### src/rtl/branch_resolve_ctrl_pkg.sv
`default_nettype none
// +-----------------------------------------------------------------------------
// | branch_resolve_ctrl_pkg : shared types for the branch resolve controller
// | Rev 1.0
// +-----------------------------------------------------------------------------
package branch_resolve_ctrl_pkg;

  typedef enum logic [0:0] {
    ST_RUN   = 1'b0,
    ST_FLUSH = 1'b1
  } brc_state_e;

  typedef struct packed {
    logic [31:0] pc;
    logic [31:0] target;
    logic        taken;
  } brc_entry_t;

  localparam logic [31:0] C_PC_INC = 32'd4;

endpackage
`default_nettype wire

### src/rtl/branch_resolve_ctrl_inflight_fifo.sv
`default_nettype none
// +-----------------------------------------------------------------------------
// | brc_inflight_fifo : in-order circular queue of in-flight branch predictions
// | Rev 1.0
// +-----------------------------------------------------------------------------
module brc_inflight_fifo
  import branch_resolve_ctrl_pkg::*;
#(
  parameter int DEPTH = 4
) (
  input  logic                   clk,
  input  logic                   reset,
  input  logic                   push,
  input  brc_entry_t             push_data,
  input  logic                   pop,
  input  logic                   clear,
  output brc_entry_t             head,
  output logic                   full,
  output logic                   empty,
  output logic [$clog2(DEPTH):0] count
);

  localparam int PTR_W = $clog2(DEPTH);
  localparam int CNT_W = PTR_W + 1;

  brc_entry_t       mem_q [DEPTH];
  brc_entry_t       mem_d [DEPTH];
  logic [PTR_W-1:0] wr_ptr_q, wr_ptr_d;
  logic [PTR_W-1:0] rd_ptr_q, rd_ptr_d;
  logic [CNT_W-1:0] count_q, count_d;
  logic             do_push;
  logic             do_pop;

  assign full  = (count_q == CNT_W'(DEPTH));
  assign empty = (count_q == '0);
  assign count = count_q;
  assign head  = mem_q[rd_ptr_q];

  // A pop frees the head slot in the same cycle, so a full queue may still accept a push
  assign do_push = push && (!full || pop);
  assign do_pop  = pop && !empty;

  always_comb begin
    mem_d    = mem_q;
    wr_ptr_d = wr_ptr_q;
    rd_ptr_d = rd_ptr_q;
    count_d  = count_q;
    if (clear) begin
      wr_ptr_d = '0;
      rd_ptr_d = '0;
      count_d  = '0;
    end else begin
      if (do_push) begin
        mem_d[wr_ptr_q] = push_data;
        wr_ptr_d        = wr_ptr_q + PTR_W'(1);
      end
      if (do_pop) begin
        rd_ptr_d = rd_ptr_q + PTR_W'(1);
      end
      count_d = count_q + CNT_W'(do_push) - CNT_W'(do_pop);
    end
  end

  always_ff @(posedge clk) begin
    if (!reset) begin
      wr_ptr_q <= '0;
      rd_ptr_q <= '0;
      count_q  <= '0;
    end else begin
      wr_ptr_q <= wr_ptr_d;
      rd_ptr_q <= rd_ptr_d;
      count_q  <= count_d;
    end
  end

  always_ff @(posedge clk) begin
    mem_q <= mem_d;
  end

endmodule
`default_nettype wire

### src/rtl/branch_resolve_ctrl.sv
`default_nettype none
// +-----------------------------------------------------------------------------
// | branch_resolve_ctrl : tracks predicted branches, trains predictor, flushes on mispredict
// | Optional BRC_STATS_EN adds saturating resolve/mispredict counters.  Rev 1.0
// +-----------------------------------------------------------------------------
module branch_resolve_ctrl
  import branch_resolve_ctrl_pkg::*;
#(
  parameter int DEPTH        = 4,
  parameter int FLUSH_CYCLES = 2
) (
  input  logic        clk,
  input  logic        reset,
  input  logic        pred_valid,
  input  logic        pred_taken,
  input  logic [31:0] pred_pc,
  input  logic [31:0] pred_target,
  output logic        pred_ready,
  input  logic        res_valid,
  input  logic        res_taken,
  output logic        upd_valid,
  output logic        upd_taken,
  output logic [31:0] upd_pc,
  output logic        flush,
  output logic [31:0] redirect_pc,
  output logic        res_err
`ifdef BRC_STATS_EN
  ,
  output logic [15:0] stat_resolved,
  output logic [15:0] stat_mispred
`endif
);

  localparam int CNT_W = $clog2(DEPTH) + 1;

  brc_state_e       state_q, state_d;
  logic [3:0]       flush_cnt_q, flush_cnt_d;
  logic             upd_valid_q, upd_valid_d;
  logic             upd_taken_q, upd_taken_d;
  logic [31:0]      upd_pc_q, upd_pc_d;
  logic             flush_q, flush_d;
  logic [31:0]      redirect_pc_q, redirect_pc_d;
  logic             res_err_q, res_err_d;

  brc_entry_t       fifo_head;
  brc_entry_t       fifo_wdata;
  logic             fifo_full;
  logic             fifo_empty;
  logic [CNT_W-1:0] fifo_count;
  logic             pop;
  logic             push;
  logic             mispred;

  // A resolve on a full queue frees its slot this cycle, so the push is accepted alongside it
  assign pred_ready = (state_q == ST_RUN) &&
                      ((fifo_count < CNT_W'(DEPTH)) || (fifo_full && res_valid));

  assign pop        = res_valid && !fifo_empty;
  assign mispred    = pop && (fifo_head.taken != res_taken);
  assign push       = pred_valid && pred_ready && !mispred;
  assign fifo_wdata = '{pc: pred_pc, target: pred_target, taken: pred_taken};

  brc_inflight_fifo #(
    .DEPTH (DEPTH)
  ) u_fifo (
    .clk       (clk),
    .reset     (reset),
    .push      (push),
    .push_data (fifo_wdata),
    .pop       (pop),
    .clear     (mispred),
    .head      (fifo_head),
    .full      (fifo_full),
    .empty     (fifo_empty),
    .count     (fifo_count)
  );

  always_comb begin
    state_d       = state_q;
    flush_cnt_d   = flush_cnt_q;
    upd_valid_d   = pop;
    upd_taken_d   = pop ? res_taken : upd_taken_q;
    upd_pc_d      = pop ? fifo_head.pc : upd_pc_q;
    flush_d       = mispred;
    redirect_pc_d = redirect_pc_q;
    res_err_d     = res_valid && fifo_empty;

    if (mispred) begin
      redirect_pc_d = res_taken ? fifo_head.target : (fifo_head.pc + C_PC_INC);
    end

    case (state_q)
      ST_RUN: begin
        if (mispred) begin
          state_d     = ST_FLUSH;
          flush_cnt_d = 4'(FLUSH_CYCLES - 1);
        end
      end
      ST_FLUSH: begin
        if (flush_cnt_q == 4'd0) begin
          state_d = ST_RUN;
        end else begin
          flush_cnt_d = flush_cnt_q - 4'd1;
        end
      end
      default: begin
        state_d     = ST_RUN;
        flush_cnt_d = 4'd0;
      end
    endcase
  end

  always_ff @(posedge clk) begin
    if (!reset) begin
      state_q       <= ST_RUN;
      flush_cnt_q   <= 4'd0;
      upd_valid_q   <= 1'b0;
      upd_taken_q   <= 1'b0;
      upd_pc_q      <= 32'd0;
      flush_q       <= 1'b0;
      redirect_pc_q <= 32'd0;
      res_err_q     <= 1'b0;
    end else begin
      state_q       <= state_d;
      flush_cnt_q   <= flush_cnt_d;
      upd_valid_q   <= upd_valid_d;
      upd_taken_q   <= upd_taken_d;
      upd_pc_q      <= upd_pc_d;
      flush_q       <= flush_d;
      redirect_pc_q <= redirect_pc_d;
      res_err_q     <= res_err_d;
    end
  end

  assign upd_valid   = upd_valid_q;
  assign upd_taken   = upd_taken_q;
  assign upd_pc      = upd_pc_q;
  assign flush       = flush_q;
  assign redirect_pc = redirect_pc_q;
  assign res_err     = res_err_q;

`ifdef BRC_STATS_EN
  logic [15:0] stat_resolved_q, stat_resolved_d;
  logic [15:0] stat_mispred_q, stat_mispred_d;

  always_comb begin
    stat_resolved_d = stat_resolved_q;
    stat_mispred_d  = stat_mispred_q;
    if (pop && (stat_resolved_q != 16'hFFFF)) begin
      stat_resolved_d = stat_resolved_q + 16'd1;
    end
    if (mispred && (stat_mispred_q != 16'hFFFF)) begin
      stat_mispred_d = stat_mispred_q + 16'd1;
    end
  end

  always_ff @(posedge clk) begin
    if (!reset) begin
      stat_resolved_q <= 16'd0;
      stat_mispred_q  <= 16'd0;
    end else begin
      stat_resolved_q <= stat_resolved_d;
      stat_mispred_q  <= stat_mispred_d;
    end
  end

  assign stat_resolved = stat_resolved_q;
  assign stat_mispred  = stat_mispred_q;
`endif

endmodule
`default_nettype wire
### config.mk
export PLATFORM = sky130hd
export DESIGN_NAME = branch_resolve_ctrl
export DESIGN_NICKNAME = d
export VERILOG_FILES = /design/src/rtl/branch_resolve_ctrl_pkg.sv /design/src/rtl/branch_resolve_ctrl_inflight_fifo.sv /design/src/rtl/branch_resolve_ctrl.sv
export SDC_FILE = /design/constraint.sdc
export NUM_CORES = 1
export LEC_CHECK = 0
export ABC_AREA = 1
export BUFFER_PORTS_ARGS = -buffer_cell sky130_fd_sc_hd__clkbuf_2
export CAP_MARGIN = 40
export CORE_MARGIN = 4
export CORE_UTILIZATION = 55
export CTS_CLUSTER_DIAMETER = 80
export DETAILED_ROUTE_END_ITERATION = 16
export MAX_ROUTING_LAYER = met4
export PLACE_DENSITY = 0.73
export REMOVE_ABC_BUFFERS = 1
export SLEW_MARGIN = 10
export SYNTH_ARGS = -nofsm -noshare
export SYNTH_HDL_FRONTEND = slang
export SYNTH_SLANG_ARGS = --single-unit
### constraint.sdc
create_clock -name clk -period 7.2 [get_ports clk]
set_input_delay 1.44 -clock clk [delete_from_list [all_inputs] [get_ports clk]]
set_output_delay 1.44 -clock clk [all_outputs]
set_load 0.03 [all_outputs]
==> Yosys cells after proc, flatten, opt, wreduce, memory -nomap -nowiden <==
Index checks and enable logic that the tools add are counted.
{ "totals": {"ff_bits": 340, "output_inout_bits": 69, "wordCells": 75} }
{ "classes": {"n_addsub": 6, "order_cmp": 4, "n_eq_ne": 4, "mux": 13, "n_bitwise": 5, "n_reduce_logical": 20} }
{ "ops": {"columns": ["cell", "count"], "rows": [
  ["$bwmux W260", 1],
  ["$mux W65", 3],
  ["$bmux W65 S2", 1],
  ["$demux W65 S2", 1],
  ["$add A32 B3 Y32 const B", 1],
  ["$mux W32", 1],
  ["$logic_and A1 B1 Y1", 10],
  ["$mux W4", 2],
  ["$pmux W4 S2", 1],
  ["$ge A3 B3 Y1 const B", 2],
  ["$not A2 Y3", 2],
  ["$add A2 B1 Y2 const B", 2],
  ["$logic_not A4 Y1", 1],
  ["$ne A2 B2 Y1 const B", 2],
  ["$reduce_and A2 Y1", 2],
  ["$sub A4 B1 Y4 const B", 1],
  ["$add A3 B1 Y3", 1],
  ["$eq A3 B3 Y1 const B", 1],
  ["$logic_not A1 Y1", 3],
  ["$logic_not A3 Y1", 1],
  ["$lt A3 B1 Y1 const B", 1],
  ["$lt A3 B3 Y1 const B", 1],
  ["$not A1 Y1", 3],
  ["$sub A3 B1 Y3", 1],
  ["5 further kinds", 7]
]} }

==> Longest topological paths before layout <==
{ "logic_depth": {"word_depth": 11, "mapped_depth": 20, "depth_no_buf": 18} }

==> By module <==
A second synthesis with hierarchy kept.
{ "hier_totals": {"cells_unflattened": 1250, "hier_area_um2": 13741.9} }
{ "modules_own_cells": {"columns": ["module", "instances", "cells_per_inst", "area_each_um2", "seq_area_each_um2"], "rows": [
  ["brc_inflight_fifo", 1, 700, 10127.2, 7947.6],
  ["branch_resolve_ctrl", 1, 550, 3614.7, 1461.4]
]} }

==> Worst setup path after synthesis <==
Ideal clock, no wire load.
{ "synth_timing": {"path_kind": "input-to-reg", "start": "input port res_valid", "end": "register u_fifo.mem_q[0] (netlist name) (enable)", "arrival_time_ns": 5.100, "required_ns": 6.711, "slack_ns": 1.612, "path_stages": 5, "path_buffers": 0, "cell_sequence": "nand2_1 > a21oi_1 > and2_1 > nand2_1 > nor2_1"} }
{ "synth_between": {"elab_chain_cells": 7, "elab_cells_between_ends": 12, "classes_between": "bitwise: 1; reduce/logical: 11"} }
{ "synth_rtl": {"columns": ["item", "line", "text"], "rows": [
  ["start, declared", "branch_resolve_ctrl.sv:19", "input logic res_valid,"],
  ["$logic_and A1 B1 Y1", "branch_resolve_ctrl.sv:56", "((fifo_count < CNT_W'(DEPTH)) || (fifo_full && res_valid));"],
  ["$logic_or A1 B1 Y1", "branch_resolve_ctrl.sv:56", null],
  ["$logic_and A1 B1 Y1", "branch_resolve_ctrl.sv:55", "assign pred_ready = (state_q == ST_RUN) &&"],
  ["net pred_ready", "branch_resolve_ctrl.sv:18", "output logic pred_ready,"],
  ["$logic_and A1 B1 Y1 (2 in a row)", "branch_resolve_ctrl.sv:60", "assign push = pred_valid && pred_ready && !mispred;"],
  ["$logic_and A1 B1 Y1", "branch_resolve_ctrl_inflight_fifo.sv:40", "assign do_push = push && (!full || pop);"],
  ["$reduce_and A2 Y1 (no source line)", null, null],
  ["end signal, assigned", "branch_resolve_ctrl_inflight_fifo.sv:77", "mem_q <= mem_d;"],
  ["end, declared", "branch_resolve_ctrl_inflight_fifo.sv:26", "brc_entry_t mem_q [DEPTH];"]
]} }
The timed path passes the listed nets, and every way through them passes these cells.
A chain may end at the register's enable or synchronous reset.

==> Worst setup path after layout <==
{ "layout_timing": {"start": "register u_fifo.rd_ptr_q[0]", "end": "register u_fifo.mem_q[72] (netlist name) (enable)"} }
{ "layout_between": {"elab_chain_cells": 10, "elab_cells_between_ends": 11, "classes_between": "eq/ne: 1; mux: 3; bitwise: 2; reduce/logical: 5"} }
{ "layout_rtl": {"columns": ["item", "line", "text"], "rows": [
  ["start, declared", "branch_resolve_ctrl_inflight_fifo.sv:29", "logic [PTR_W-1:0] rd_ptr_q, rd_ptr_d;"],
  ["start signal, assigned", "branch_resolve_ctrl_inflight_fifo.sv:71", "rd_ptr_q <= rd_ptr_d;"],
  ["$not A2 Y3 (not written as such) (*)", "branch_resolve_ctrl_inflight_fifo.sv:37", "assign head = mem_q[rd_ptr_q];"],
  ["$bmux W65 S2 (*)", "branch_resolve_ctrl_inflight_fifo.sv:37", null],
  ["$mux W65 (not written as such) (*) (2 in a row)", "branch_resolve_ctrl_inflight_fifo.sv:37", null],
  ["$ne A1 B1 Y1 (*)", "branch_resolve_ctrl.sv:59", "assign mispred = pop && (fifo_head.taken != res_taken);"],
  ["$logic_and A1 B1 Y1 (*)", "branch_resolve_ctrl.sv:59", null],
  ["$logic_not A1 Y1", "branch_resolve_ctrl.sv:60", null],
  ["$logic_and A1 B1 Y1", "branch_resolve_ctrl.sv:60", null],
  ["$logic_and A1 B1 Y1", "branch_resolve_ctrl_inflight_fifo.sv:40", null],
  ["$reduce_and A2 Y1 (no source line) (*)", null, null]
]} }
Every way passes the cells marked *; elsewhere a longest branch is shown, timed or not. The select of a mux whose other input is x is not followed.

==> results.sh <==
export IMPL_outcome="finished, final reports clean"
export IMPL_ys_warn_count=0
export IMPL_finalHoldViolations=0
export IMPL_grt_pass1_vias=9936
export IMPL_netlist_instances=1381
export IMPL_relSlewSlack_pct=42.8
export IMPL_drive_gt1_share_pct=16.8
export IMPL_postCtsSetupRepairBufs=0
export IMPL_dpl_hpwl_um=22400
export IMPL_tightest_slew_ns=0.856
export IMPL_hold_class="flop to flop"
export IMPL_placed_cell_area_um2=15200
export IMPL_vias=10400
export IMPL_synth_top_cell_by_area="edfxtp_1"
export IMPL_final_common_cell="nand2_1"
export IMPL_crit_required_ns=7.35
export IMPL_die_width_um=169
export IMPL_ys_ff_latch=340
export IMPL_synth_area_top_cells="edfxtp_1 (55%), dfxtp_1 (11%), nand2_1 (10%)"
export IMPL_ant_nets=0
export IMPL_die_y_um=169
export IMPL_clk_pin_slew_ns=0.06
export IMPL_startpoint_type="flop"
export IMPL_register_area_um2=9410
export IMPL_synth_cell_types=47
export IMPL_vias_per_cell=5.57
export IMPL_cts_root_buf="clkbuf_16"
export IMPL_detail_route_wl_per_cell_um=18.9
export IMPL_end_kind="flop"
export IMPL_p_per_area_nw_per_um2=394
export IMPL_rsz0062_at_grt="false"
export IMPL_pre_cts_ws_ns=2.66
export IMPL_antenna_found_initial=0
export IMPL_drc=0
export IMPL_setup_tns_ns=0
export IMPL_cts_made_buffers=36
export IMPL_drv_slew=0
export IMPL_ys_flop_type="edfxtp_1"
export IMPL_grt_pass1_wl_um=54300
export IMPL_core_um2=25400
export IMPL_crit_arrival_ns=4.29
export IMPL_dieArea_um2=28700
export IMPL_fp_row_count=58
export IMPL_dp_cells=1796
export IMPL_final_util_pct=64.3
export IMPL_multi_input_area_um2=4160
export IMPL_io_pins=139
export IMPL_track_usage_pct=24.9
export IMPL_worst_slack_ns=3.07
export IMPL_htreeDepth=2
export IMPL_port_buffers=138
export IMPL_numClockSinks=340
export IMPL_synth_top_cell_area_share_pct=54.6
export IMPL_antenna_cells=0
export IMPL_area_growth_pct=14.2
export IMPL_gp_congestion=0.925
export IMPL_grt_start_max_net_pins=123
export IMPL_wl_um=35300
export IMPL_layout_common_cells="nand2_1 (393), edfxtp_1 (260), clkbuf_2 (138), nor2_1 (107), a21oi_1 (98)"
export IMPL_ys_async_sr_fraction_pct=0
export IMPL_cp_max_fo=122
export IMPL_drt_iter0_drc=982
export IMPL_irDropWorstVdd_uv=276
export IMPL_synth_area_um2=14300
export IMPL_period_needed_ns=4.13
export IMPL_clkLatencyLatePin_ns=0.52
export IMPL_start_util_pct=56.3
export IMPL_fin_nets=1583
export IMPL_dr_pass1_iters=5
export IMPL_clk_path_buf_depth=3
export IMPL_fill_cells=2026
export IMPL_finalNonFillerCells=1862
export IMPL_p_leak_nw=6.58
export IMPL_cts_tree="done"
export IMPL_synth_edf_count=260
export IMPL_fin_crit_sh_pct=57.4
export IMPL_seq_area_frac_synth_pct=65.8
export IMPL_setup_viol=0
export IMPL_crit_type="flop to flop"
export IMPL_final_area_um2=16300
export IMPL_synth_area_per_cell_um2=10.4
export IMPL_max_freq_mhz=242
export IMPL_drv_cap=0
export IMPL_hold_buffers=0
export IMPL_cts_resized=0
export IMPL_finalClockSkew_ns=0.0179
export IMPL_overflow=0
-- cells by family after synthesis --
family / after synthesis / share of synthesized area (%)
mux: 1 / 0.0700
fa+ha+maj: 9 / 0.840
compound gates: 228 / 9.04
xor+xnor: 5 / 0.306
flops: 340 / 65.8
simple gates: 635 / 18.5
buf+inv: 163 / 5.44
-- critical path: stages (launching register included) --
cell and delay, ns:
dfxtp_4 0.83, inv_8 0.40, nand2_1 0.15, nand3_1 0.10
nand2_1 0.10, nand2_1 0.06, nand3_2 0.28, nand2_1 0.39
nor2_4 0.77, buf_4 0.62
-- flip-flops by register name, summed over array words and instances, names as in the netlist, 2 cells and up --
| register | flops |
|---|---|
| u_fifo.mem_q | 260 |
| redirect_pc | 32 |
| upd_pc | 32 |
| flush_cnt_q | 4 |
| u_fifo.count | 3 |
| u_fifo.rd_ptr_q | 2 |
| u_fifo.wr_ptr_q | 2 |
-- final cells by class --
class,instances,share of cell area [%]
clock buffer,57,6.50
sequential,340,57.6
clock inverter,9,0.345
multi-input combinational,878,25.5
tap,330,2.53
timing repair buffer,153,5.29
inverter,95,2.23
-- path summary, 6_finish.rpt --
kind | start | to | slack [ns] | cells past startpoint
worst max register to register | u_fifo.rd_ptr_q[0] | u_fifo.mem_q[72] | 3.07 | 9
worst min-delay path | redirect_pc[20] | redirect_pc[20] | 0.49 | 2
worst min register to register | redirect_pc[20] | redirect_pc[20] | 0.49 | 2
worst max-delay path | u_fifo.rd_ptr_q[0] | u_fifo.mem_q[72] | 3.07 | 9
-- cells in the mapped netlist, drive strengths merged, types with 2 or more instances --
cell and number:
nand2 408, a32o 4, a21boi 7, nor2 131
a21oi 98, nor3 6, edfxtp 260, nand4 4
clkbuf 24, nand3 82, o211ai 2, xor2 4
inv 95, a31oi 11, o22ai 6, a22oi 4
o221ai 6, o21ai 77, buf 44, a221oi 8
nor4 2, ha 8, dfxtp 80
-- routing by layer --
metal  GRT usage, %  wire length, um
met1           32.8            14900
met3           4.03             2380
met2           40.1            16900
met5              -                0
met4           8.16             1060
-- through the flow --
stage	hold WS [ns]	power (W)
2_1_floorplan	0.452	0.00404
3_3_place_gp	0.466	0.00465
3_5_place_dp	0.466	0.00471
4_1_cts	0.480	0.00645
5_1_grt	0.486	0.00678
6_report	0.486	0.00643
-- power by group --
group	switching [W]	internal [W]	leakage [nW]
Sequential	0.000201	0.00251	3.03
Clock	0.000731	0.00102	0.550
Combinational	0.00145	0.000520	2.99
Note: power is estimated with default switching activity, not from simulation.
